`src/rtl/des_engine_arbiter.sv`:
```
// Round-robin front end that time-shares one DES core among NUM_REQ requesters.
// Sequences the core's setup/start/ready handshake and aborts hung operations.
module des_engine_arbiter #(
    parameter int NUM_REQ      = 4,
    parameter int SETUP_CYCLES = 2,
    parameter int START_CYCLES = 2,
    parameter int TIMEOUT      = 1023
) (
    input  logic                    clk,
    input  logic                    rst_n,
    input  logic [NUM_REQ-1:0]      req_valid,
    output logic [NUM_REQ-1:0]      req_ready,
    input  logic [64*NUM_REQ-1:0]   req_data,
    input  logic [64*NUM_REQ-1:0]   req_key,
    output logic [NUM_REQ-1:0]      rsp_valid,
    input  logic [NUM_REQ-1:0]      rsp_ready,
    output logic [63:0]             rsp_data,
    output logic                    rsp_err,
    output logic                    core_start,
    output logic [63:0]             core_din,
    output logic [63:0]             core_key,
    input  logic                    core_ready,
    input  logic [63:0]             core_dout,
    output logic                    busy
);

    localparam int IDW    = $clog2(NUM_REQ);
    localparam int PH_MAX = (SETUP_CYCLES > START_CYCLES) ? SETUP_CYCLES : START_CYCLES;
    localparam int PHW    = $clog2(PH_MAX + 1);
    localparam int TOW    = $clog2(TIMEOUT + 1);

    typedef enum logic [2:0] {
        S_IDLE, S_SETUP, S_START, S_WAIT_CLR, S_WAIT_DONE, S_RESP
    } state_t;

    state_t           state, state_nxt;
    logic [IDW-1:0]   ptr, gid, gnt_id, idx;
    logic             gnt_found, hs;
    logic [63:0]      sel_data, sel_key, din_q, key_q;
    logic [PHW-1:0]   ph_cnt;
    logic [TOW-1:0]   to_cnt;
    logic             setup_last, start_last, to_hit;

    // First valid requester at or after the pointer, wrapping around.
    always_comb begin
        gnt_found = 1'b0;
        gnt_id    = '0;
        idx       = '0;
        for (int i = 0; i < NUM_REQ; i++) begin
            idx = IDW'((int'(ptr) + i) % NUM_REQ);
            if (!gnt_found && req_valid[idx]) begin
                gnt_found = 1'b1;
                gnt_id    = idx;
            end
        end
    end

    always_comb begin
        sel_data = '0;
        sel_key  = '0;
        for (int i = 0; i < NUM_REQ; i++) begin
            if (gnt_id == IDW'(i)) begin
                sel_data = req_data[i*64 +: 64];
                sel_key  = req_key[i*64 +: 64];
            end
        end
    end

    assign hs         = (state == S_IDLE) && gnt_found;
    assign setup_last = (ph_cnt == PHW'(SETUP_CYCLES - 1));
    assign start_last = (ph_cnt == PHW'(START_CYCLES - 1));
    assign to_hit     = (to_cnt == TOW'(TIMEOUT - 1));

    always_ff @(posedge clk or negedge rst_n) begin
        if (!rst_n) state <= S_IDLE;
        else        state <= state_nxt;
    end

    // Completion is checked ahead of the timeout so a same-cycle ready wins.
    always_comb begin
        state_nxt = state;
        case (state)
            S_IDLE:      if (hs) state_nxt = S_SETUP;
            S_SETUP:     if (setup_last) state_nxt = S_START;
            S_START:     if (start_last) state_nxt = S_WAIT_CLR;
            S_WAIT_CLR:  if (to_hit) state_nxt = S_RESP;
                         else if (!core_ready) state_nxt = S_WAIT_DONE;
            S_WAIT_DONE: if (core_ready || to_hit) state_nxt = S_RESP;
            S_RESP:      if (rsp_ready[gid]) state_nxt = S_IDLE;
            default:     state_nxt = S_IDLE;
        endcase
    end

    always_comb begin
        req_ready  = '0;
        rsp_valid  = '0;
        core_start = (state == S_START);
        busy       = (state != S_IDLE);
        if (hs) req_ready[gnt_id] = 1'b1;
        if (state == S_RESP) rsp_valid[gid] = 1'b1;
    end

    assign core_din = din_q;
    assign core_key = key_q;

    always_ff @(posedge clk or negedge rst_n) begin
        if (!rst_n) begin
            ptr      <= '0;
            gid      <= '0;
            din_q    <= '0;
            key_q    <= '0;
            ph_cnt   <= '0;
            to_cnt   <= '0;
            rsp_data <= '0;
            rsp_err  <= 1'b0;
        end else begin
            case (state)
                S_IDLE: if (hs) begin
                    din_q  <= sel_data;
                    key_q  <= sel_key;
                    gid    <= gnt_id;
                    ptr    <= (gnt_id == IDW'(NUM_REQ - 1)) ? '0 : gnt_id + 1'b1;
                    ph_cnt <= '0;
                end
                S_SETUP: ph_cnt <= setup_last ? '0 : ph_cnt + 1'b1;
                S_START: begin
                    ph_cnt <= start_last ? '0 : ph_cnt + 1'b1;
                    to_cnt <= '0;
                end
                S_WAIT_CLR, S_WAIT_DONE: begin
                    to_cnt <= to_cnt + 1'b1;
                    if (state == S_WAIT_DONE && core_ready) begin
                        rsp_data <= core_dout;
                        rsp_err  <= 1'b0;
                    end else if (to_hit) begin
                        rsp_data <= '0;
                        rsp_err  <= 1'b1;
                    end
                end
                S_RESP: if (rsp_ready[gid]) rsp_err <= 1'b0;
                default: ;
            endcase
        end
    end

endmodule

```
`config.mk`:
```
export PLATFORM = sky130hd
export DESIGN_NAME = des_engine_arbiter
export DESIGN_NICKNAME = d
export VERILOG_FILES = /design/src/rtl/des_engine_arbiter.sv
export SDC_FILE = /design/constraint.sdc
export NUM_CORES = 1
export LEC_CHECK = 0
export ABC_AREA = 1
export CAP_MARGIN = 20
export CORE_AREA = 4 4 305 307
export CTS_BUF_LIST = sky130_fd_sc_hd__clkbuf_16
export CTS_CLUSTER_DIAMETER = 50
export DETAILED_ROUTE_END_ITERATION = 16
export DIE_AREA = 0 0 309 311
export PLACE_DENSITY = 0.39
export SYNTH_ARGS = -nofsm -noshare
export SYNTH_HDL_FRONTEND = slang
export SYNTH_SLANG_ARGS = --single-unit
```
`constraint.sdc`:
```
create_clock -name clk -period 2.78 [get_ports clk]
set_clock_uncertainty 0.15 [all_clocks]
set_input_delay 0.556 -clock clk [delete_from_list [all_inputs] [get_ports clk]]
set_output_delay 0.556 -clock clk [all_outputs]
set_load 0.05 [all_outputs]
```
==> results.sh <==
export IMPL_met2_usage_pct=30.1
export IMPL_grt_pass1_vias=17600
export IMPL_io_pins=790
export IMPL_cp_slowest_stage_delay_ns=0.45
export IMPL_post_drt_wl_per_cell_um=21.5
export IMPL_synth_seq_cells=212
export IMPL_cp_required_ns=2.07
export IMPL_routed_wl_um=86400
export IMPL_dp_hpwl_um=62800
export IMPL_h_tree_depth=2
export IMPL_cts_buffers=47
export IMPL_routed_via_density=4.10
export IMPL_root_buffer="clkbuf_16"
export IMPL_cts_tree="yes"
export IMPL_slowest_stage="dfrtp_2"
export IMPL_drtAntennaViolNets=0
export IMPL_drive_above_1_share_pct=22.9
export IMPL_hold_start="core_din[35]"
export IMPL_grt_pass1_wl_um=122000
export IMPL_drtIter0Drc=854
export IMPL_layout_setup_ws_ns=-0.491
export IMPL_vias=16500
export IMPL_grt_overflow_total=0
export IMPL_violations="setup timing"
export IMPL_hold_violations=0
export IMPL_drv_cap=0
export IMPL_grtUsageMet1_pct=19.4
export IMPL_path_cells="buf_6 > nand2_2 > nand2_4 > nand2_4 > nand2_4 > nor2_4 > nand4_1 > nand2_4 > inv_4 > buf_4 > ha_4 > inv_4 > nor2_4 > buf_12"
export IMPL_fmax_mhz=306
export IMPL_track_usage_pct=17.1
export IMPL_start_kind="register"
export IMPL_antenna_found_initial=35
export IMPL_slew_viol_final=0
export IMPL_worst_slew_pin_slew_ns=0.623
export IMPL_syn_area_per_cell_sq_um=6.64
export IMPL_critPathCaptureType="output port"
export IMPL_row_count=110
export IMPL_ys_seq_area_share_pct=42.3
export IMPL_dieArea_sq_mm=0.0961
export IMPL_nets=3383
export IMPL_dp_slack_ns=-0.842
export IMPL_path_common_cell="nand2_4"
export IMPL_synth_cell_types=27
export IMPL_synth_warnings=0
export IMPL_fin_crit_sh_pct=118
export IMPL_slew_limit_headroom_pct=58.3
export IMPL_crit_start="ptr[0]"
export IMPL_firstDrtPassIters=5
export IMPL_initial_core_util_pct=13.9
export IMPL_arrival_ns=2.56
export IMPL_portBuffers=789
export IMPL_gr_usage_met3_pct=5.78
export IMPL_clock_sinks=212
export IMPL_drcViolationCount=0
export IMPL_syn2layout_area_growth_pct=119
export IMPL_hold_path_class="reg -> reg"
export IMPL_finalSetupViolCount=132
export IMPL_cp_top_family="simple AND/OR/NAND/NOR gates"
export IMPL_synthesis_instances=1889
export IMPL_clkLatencyLatePin_ns=0.57
export IMPL_synthesis_nets=2482
export IMPL_worst_setup_path_type="reg -> out"
export IMPL_holdWs_ns=0.317
export IMPL_core_area_sq_mm=0.0900
export IMPL_cp_num_buf_inv=5
export IMPL_synth_cell_area_sq_mm=0.0125
export IMPL_cts_clk_slew_worst_paths_ns=0.05
export IMPL_path_max_fanout=5
export IMPL_status="finished, violations left"
export IMPL_grt_busiest_layer="met2"
export IMPL_die_height_um=311
export IMPL_cts_buffer_depth=3
export IMPL_period_minus_slack_ns=3.27
export IMPL_rsz0062_at_grt="true"
export IMPL_gp_congestion=0.920
export IMPL_die_width_um=309
export IMPL_grt_max_degree=66
export IMPL_r2r_start="ptr[0]"
## worst register-to-register path, stage by stage (launching register included)
cell,delay (ns)
dfrtp_2,0.45
buf_6,0.16
nand2_2,0.09
nand2_4,0.06
nand2_4,0.08
nand2_4,0.06
nor2_4,0.16
nand3_2,0.09
nand3_2,0.11
nand2_4,0.09
ha_4,0.19
buf_6,0.12
nor2_4,0.23
buf_8,0.15
buf_12,0.15
buf_12,0.14
buf_12,0.15
nand2_2,0.05
nand2_1,0.05
o21ai_1,0.06
o21ai_1,0.13
nand2_1,0.07
nand2_1,0.06
## cell usage in the layout, fill, tap and decap left out, types with 50 or more instances in the layout
master,n
dfrtp_1,210
clkbuf_16,50
o21ai_0,75
o21ai_2,58
a21oi_2,69
inv_1,100
buf_4,93
o21ai_1,200
nand2_2,105
nand2_1,720
nand2_4,77
clkdlybuf4s50_1,775
## cells by family (layout without fill, tap and decap cells)
kind of cell,Yosys count,after routing,share of synthesized area [%]
AO/OA/AOI/OAI,475,475,19.1
adder cells (fa/ha/maj),6,6,0.599
buffers and inverters,235,1169,8.47
flip-flops,212,212,42.3
multiplexers,2,2,0.160
other,0,17,0
AND/OR/NAND/NOR,959,959,29.4
## per-layer routing
layer | wire (um) | up-vias
met1 | 33100 | 7764
met2 | 43200 | 657
met4 | 2460 | 26
met3 | 7450 | 142
met5 | 168 | -
li1 | - | 7894
## layout make-up
class | instances | area [sq um]
Inverter | 107 | 427
Antenna cell | 17 | 42.5
Clock inverter | 34 | 367
Timing Repair Buffer | 980 | 10600
Clock buffer | 48 | 1200
Multi-Input combinational cell | 1442 | 8000
Sequential cell | 212 | 5310
Fill cell | 9589 | 62600
Tap cell | 1176 | 1470
## synth_stat cells, drive strengths merged
| cell type | number | area share, % |
|---|---|---|
| inv | 107 | 3.2 |
| a21boi | 1 | 0.060 |
| o21ai | 337 | 13 |
| dfrtp | 212 | 42 |
| mux2i | 2 | 0.16 |
| nor2 | 17 | 0.57 |
| a21oi | 135 | 5.4 |
| nand3b | 1 | 0.060 |
| nand2 | 904 | 27 |
| clkbuf | 79 | 2.4 |
| o32ai | 1 | 0.070 |
| nand3 | 25 | 1.0 |
| ha | 6 | 0.60 |
| buf | 49 | 2.9 |
| nor3 | 4 | 0.16 |
| nand4 | 7 | 0.35 |
| nor3b | 1 | 0.060 |
| o22ai | 1 | 0.050 |
## path summary, 6_finish.rpt
| path | to | slack, ns | cells after the start |
|---|---|---|---|
| max | req_ready[3] | -0.49 | 14 |
| min | core_din[35] | 0.32 | 2 |
| max reg2reg | core_din[35] | -0.34 | 22 |
| min reg2reg | core_din[35] | 0.32 | 2 |
| max in group asynchronous | rsp_data[36] | 1.35 | 3 |
| min in group asynchronous | core_key[19] | 0.38 | 2 |
## state kept, by name (all words and copies together) (netlist names)
register	flops
ph_cnt	2
rsp_err	1
gid	2
ptr	2
rsp_data	64
core_din	64
core_key	64
state	3
to_cnt	10
## stage by stage
step	instances	utilization, %	TNS, ns	cell area (sq um)
after CTS	3993	29.1	-31.22	26200
after floorplan	1889	-	-0.108	12700
after global placement	3843	25.2	-87.44	22700
after detailed placement	3843	25.2	-88.51	22700
final	4016	30.4	-34.15	27400
after global routing	4010	30.4	-55.12	27400
## what timing repair did
| item | 4_1_cts | 5_1_grt |
|---|---|---|
| pin swaps | 107 | 253 |
| gates resized for setup | 462 | 371 |
| endpoints found under the hold margin | 46 | 0 |
| hold buffers | 1 | 0 |
| buffers inserted | 49 | 23 |
| setup endpoints to repair | 132 | 133 |
| gates cloned | 22 | 2 |
Power is not shown: default switching activity piles up to over one toggle a cycle in this logic, so the estimate is an artifact.
==> edit 1, RTL diff (config.mk and constraints unchanged) <==
Register the output `rsp_err` once more; this adds one clock of latency there. The other outputs are not delayed to match.
--- a/src/rtl/des_engine_arbiter.sv
+++ b/src/rtl/des_engine_arbiter.sv
@@ -32,6 +32,8 @@
     typedef enum logic [2:0] {
         S_IDLE, S_SETUP, S_START, S_WAIT_CLR, S_WAIT_DONE, S_RESP
     } state_t;
+
+    logic rsp_err_s0;
 
     state_t           state, state_nxt;
     logic [IDW-1:0]   ptr, gid, gnt_id, idx;
@@ -112,7 +114,7 @@
             ph_cnt   <= '0;
             to_cnt   <= '0;
             rsp_data <= '0;
-            rsp_err  <= 1'b0;
+            rsp_err_s0 <= 1'b0;
         end else begin
             case (state)
                 S_IDLE: if (hs) begin
@@ -131,17 +133,21 @@
                     to_cnt <= to_cnt + 1'b1;
                     if (state == S_WAIT_DONE && core_ready) begin
                         rsp_data <= core_dout;
-                        rsp_err  <= 1'b0;
+                        rsp_err_s0 <= 1'b0;
                     end else if (to_hit) begin
                         rsp_data <= '0;
-                        rsp_err  <= 1'b1;
+                        rsp_err_s0 <= 1'b1;
                     end
                 end
-                S_RESP: if (rsp_ready[gid]) rsp_err <= 1'b0;
+                S_RESP: if (rsp_ready[gid]) rsp_err_s0 <= 1'b0;
                 default: ;
             endcase
         end
     end
 
+    always_ff @(posedge clk) begin
+        rsp_err <= rsp_err_s0;
+    end
+
 endmodule
 
Behaviour: no difference found for any inputs over 4 cycles, from zero or initial values and one cycle with rst_n low; that may be too few to reach the edited logic, so the function may still have changed.
==> edit 1 against the original RTL <==
The flow still finishes with violations (negative setup slack). Register-to-register slack better by 30 ps. Worst setup slack better by 13 ps. Sequential cell count is 1 higher. Synthesized area is 0.16% higher. Final area down 6.0%. Routed wire length fell by 4.5%. Global-route usage is 1.3 points lower. Count of clock-buffer cells in the layout fell by 3. Critical path type unchanged.
Power is not shown: default switching activity piles up to over one toggle a cycle in this logic, so the estimate is an artifact.
==> edit 1: results (changes against the original RTL) <==
The flow ran to the end, but the final reports show violations. Violations in the final reports: negative setup slack (unchanged). The post-synthesis average cell area is 6.64 sq um (about the same). The final setup violation count came out at 132 (unchanged). The total CTS buffers came out at 43 (was 47). The sum of negative setup slack was -26280 ps (was -34150 ps); the later-pin clock latency in the skew report was 540 ps (was 570 ps). Capture point of the worst reg-to-reg path: core_key[54] (was core_din[35]). The post-CTS setup buffer count was 20 (was 49); the proportion of synthesized flip-flops having asynchronous set or reset was 0.995 (was 1.00). The tools report the worst hold path startpoint as rsp_err_s0 (was core_din[35]). The end point of the worst hold path is rsp_err (was core_din[35]).

The fraction of final layout cells sized beyond drive strength 1 was 0.136 (was 0.229); the worst max-slew margin expressed relative to the limit was 0.538 (was 0.583). For the post-CTS resize count, the log shows 90 (was 462). The maximum cell stage delay along the critical path is 470 ps (was 450 ps). Synthesized net count: 2483 (was 2482). The run gives 31.1 mm (was 33.1 mm) as the sum of routed wire segments on met1.

Top area cells in the synthesized netlist: sky130_fd_sc_hd__dfrtp_1, sky130_fd_sc_hd__nand2_1, sky130_fd_sc_hd__o21ai_0 (unchanged). The routed via count divided by cell count was 4.06 (was 4.10); the worst hold slack was 217 ps (was 317 ps). The standard cell area after detailed placement is 22600 sq um (was 22700 sq um), and the worst setup slack after layout is -478 ps (was -491 ps). The length of routed met2 wiring is 40.7 mm (was 43.2 mm), and the first-iteration detailed-routing DRC count is 867 (was 854).

The tools report the sum of net half-perimeters after detailed placement as 61.8 mm (was 62.8 mm). For the number of distinct standard cells referenced by the synthesized netlist, the log shows 28 (was 27). The area share of fa/ha/maj cells after synthesis was 0.00598 (was 0.00599); the overall fraction of global-route tracks in use was 0.158 (was 0.171). The via count of the first global-routing pass was 16800 (was 17600).

The initial antenna violation count is 41 (was 35). The pin count of the biggest net entering global routing was 77 (was 66). The share of synthesized area spent on multiplexers came out at 0.00159 (was 0.00160).
-- edit 1: final cells by class --
cell class                 count  area (sq um)
clock inverter                34           472
multi-input combinational   1442          6740
clock buffer                  45          1130
timing repair buffer         947         10100
antenna                       29          72.6
sequential                   213          5330
tap                         1176          1470
inverter                     107           429
fill                        9766         64200
-- edit 1: worst max path at each step --
stage / startpoint / to / slack, ps / cells after the start
after floorplan: req_valid[1] / req_ready[2] / -40 / 15
after global placement: req_valid[1] / core_din[56] / -810 / 22
after detailed placement: req_valid[1] / core_key[37] / -790 / 21
after CTS: ptr[0] / req_ready[1] / -500 / 11
after global routing: ptr[0] / req_ready[2] / -640 / 15
final: ptr[0] / req_ready[2] / -480 / 15
-- edit 1: layer usage --
metal / track usage / vias up
li1: - / 7850
met1: 0.171 / 7535
met2: 0.276 / 691
met3: 0.0638 / 137
met4: 0.0603 / 18
met5: 0 / -
==> edit 2, RTL diff (same settings) <==
Made on the original files. The parameter `TIMEOUT` goes from 1023 to 255.
--- a/src/rtl/des_engine_arbiter.sv
+++ b/src/rtl/des_engine_arbiter.sv
@@ -4,7 +4,7 @@
     parameter int NUM_REQ      = 4,
     parameter int SETUP_CYCLES = 2,
     parameter int START_CYCLES = 2,
-    parameter int TIMEOUT      = 1023
+    parameter int TIMEOUT      = 255
 ) (
     input  logic                    clk,
     input  logic                    rst_n,
Function: no difference found for any inputs over 4 cycles, from zero or initial values and one cycle with rst_n low; that may be too few to reach the edited logic, so the function may still have changed.
==> edit 2 against the original RTL <==
The run still ends with negative setup slack left. Final area decreased by 6.1%. Largest cell class unchanged. Non-clock buffer count decreased by 18. Count of clock-buffer cells in the layout decreased by 2. Sequential cell count decreased by 2. Routed wire length decreased by 4.0%. Worst setup slack got worse by 21 ps. Synthesized area decreased by 1.2%. Register-to-register slack got worse by 50 ps. Synthesized cell count decreased by 0.58%.
Power is left out: the tool's default activity adds up to more than one toggle a clock period on the data nets, which glitch-free logic cannot reach.
==> edit 2: results (changes against the original RTL) <==
The flow ran to the end, but the final reports show violations. Violations in the final reports: negative setup slack (unchanged). The standard cell area after detailed placement was 22700 sq um (about the same). The routed via count divided by cell count is 4.03 (was 4.10). The worst slack at placement is -1050 ps (was -842 ps). The first-pass GRT wire length is 116 mm (was 122 mm), and the initial antenna violation count is 20 (was 35).

The length of routed met2 wiring was 41.3 mm (was 43.2 mm); the met1 track demand over resource was 0.184 (was 0.194). End point of the worst hold path: core_din[30] (was core_din[35]). The sum of negative setup slack was -34740 ps (was -34150 ps). The run gives 24 (was 27) as the number of distinct standard cells referenced by the synthesized netlist. The synthesized net count came out at 2471 (was 2482). The share of the yosys chip area belonging to registers was 0.424 (was 0.423); the met3 track utilization from global routing was 0.0522 (was 0.0578).

The global routing met2 resource utilization is 0.290 (was 0.301). The number of instances in the synthesized netlist is 1878 (was 1889), and the fraction of final layout cells sized beyond drive strength 1 is 0.157 (was 0.229). The tools report the sum of net half-perimeters after detailed placement as 61.0 mm (was 62.8 mm). Cell total after placement: 3837 (was 3843).

The tools report the total CTS buffers as 45 (was 47). The kind of cell adding the most delay to the critical path was buffers and inverters (was simple AND/OR/NAND/NOR gates). The worst hold slack came out at 314 ps (was 317 ps). Leading post-synthesis cells by instance count: sky130_fd_sc_hd__nand2_1, sky130_fd_sc_hd__o21ai_0, sky130_fd_sc_hd__dfrtp_1 (unchanged).

The sum of routed wire length over all layers is 82.9 mm (was 86.4 mm), and the worst setup slack after layout is -512 ps (was -491 ps). The run gives 9756 (was 9589) as the fill cell total of the finished layout. The worst hold path startpoint was core_din[30] (was core_din[35]). The global placer's final weighted congestion is 0.914 (was 0.920).

The final setup violation count came out at 132 (unchanged). The setup slack of the worst register-to-register path was -390 ps (was -340 ps). The via count of the first global-routing pass is 17000 (was 17600). The cell type of the slowest stage on the worst timing path is sky130_fd_sc_hd__clkdlybuf4s50_1 (was sky130_fd_sc_hd__dfrtp_2).

The worst max-slew margin expressed relative to the limit came out at 0.535 (was 0.583). The maximum fanout encountered on the critical timing path came out at 3 (was 5).
-- edit 2: cell types whose count changed after synthesis, moves of 3 or more --
cell and change:
sky130_fd_sc_hd__nand4_1 -7, sky130_fd_sc_hd__nor3_1 +3, sky130_fd_sc_hd__buf_4 +8, sky130_fd_sc_hd__buf_6 -10
sky130_fd_sc_hd__clkbuf_1 -15, sky130_fd_sc_hd__inv_1 -7, sky130_fd_sc_hd__buf_2 +16
-- edit 2: repair_timing --
action / 4_1_cts / 5_1_grt
pin swaps: 47 / 170
hold buffers: 1 / 0
gates cloned: 14 / 4
setup buffers: 29 / 14
endpoints found under the setup margin: 132 / 134
resized for setup: 240 / 221
hold endpoints to repair: 58 / 0
-- edit 2: cell type report --
class / instances / area [sq um] / share of cell area
repair buffers: 962 / 10200 / 0.396
multi-input cells: 1438 / 6870 / 0.267
flip-flops and latches: 210 / 5260 / 0.204
well taps: 1176 / 1470 / 0.0572
clock buffers: 46 / 1150 / 0.0447
inverters: 101 / 397 / 0.0154
clock inverters: 35 / 358 / 0.0139
diodes: 12 / 30.0 / 0.00117
-- edit 2: cells by family (layout without fill, tap and decap cells) --
kind of cell,after synthesis,after routing,share of synthesized area
other,0,12,0
adders and majority gates,6,6,0.00606
DFF,210,210,0.424
and+or+nand+nor,955,955,0.294
buffers and inverters,230,1144,0.0822
AOI/OAI and AO/OA,477,477,0.194
-- edit 2: worst max-delay path by stage --
stage,start,to,slack [ps],depth (start not counted)
final,req_valid[2],req_ready[2],-510,17
after detailed placement,req_valid[2],core_key[10],-1050,19
after global routing,ptr[0],req_ready[2],-630,18
after global placement,req_valid[3],core_key[10],-1050,19
after CTS,ptr[0],req_ready[2],-530,15
after floorplan,ptr[0],req_ready[2],-40,16
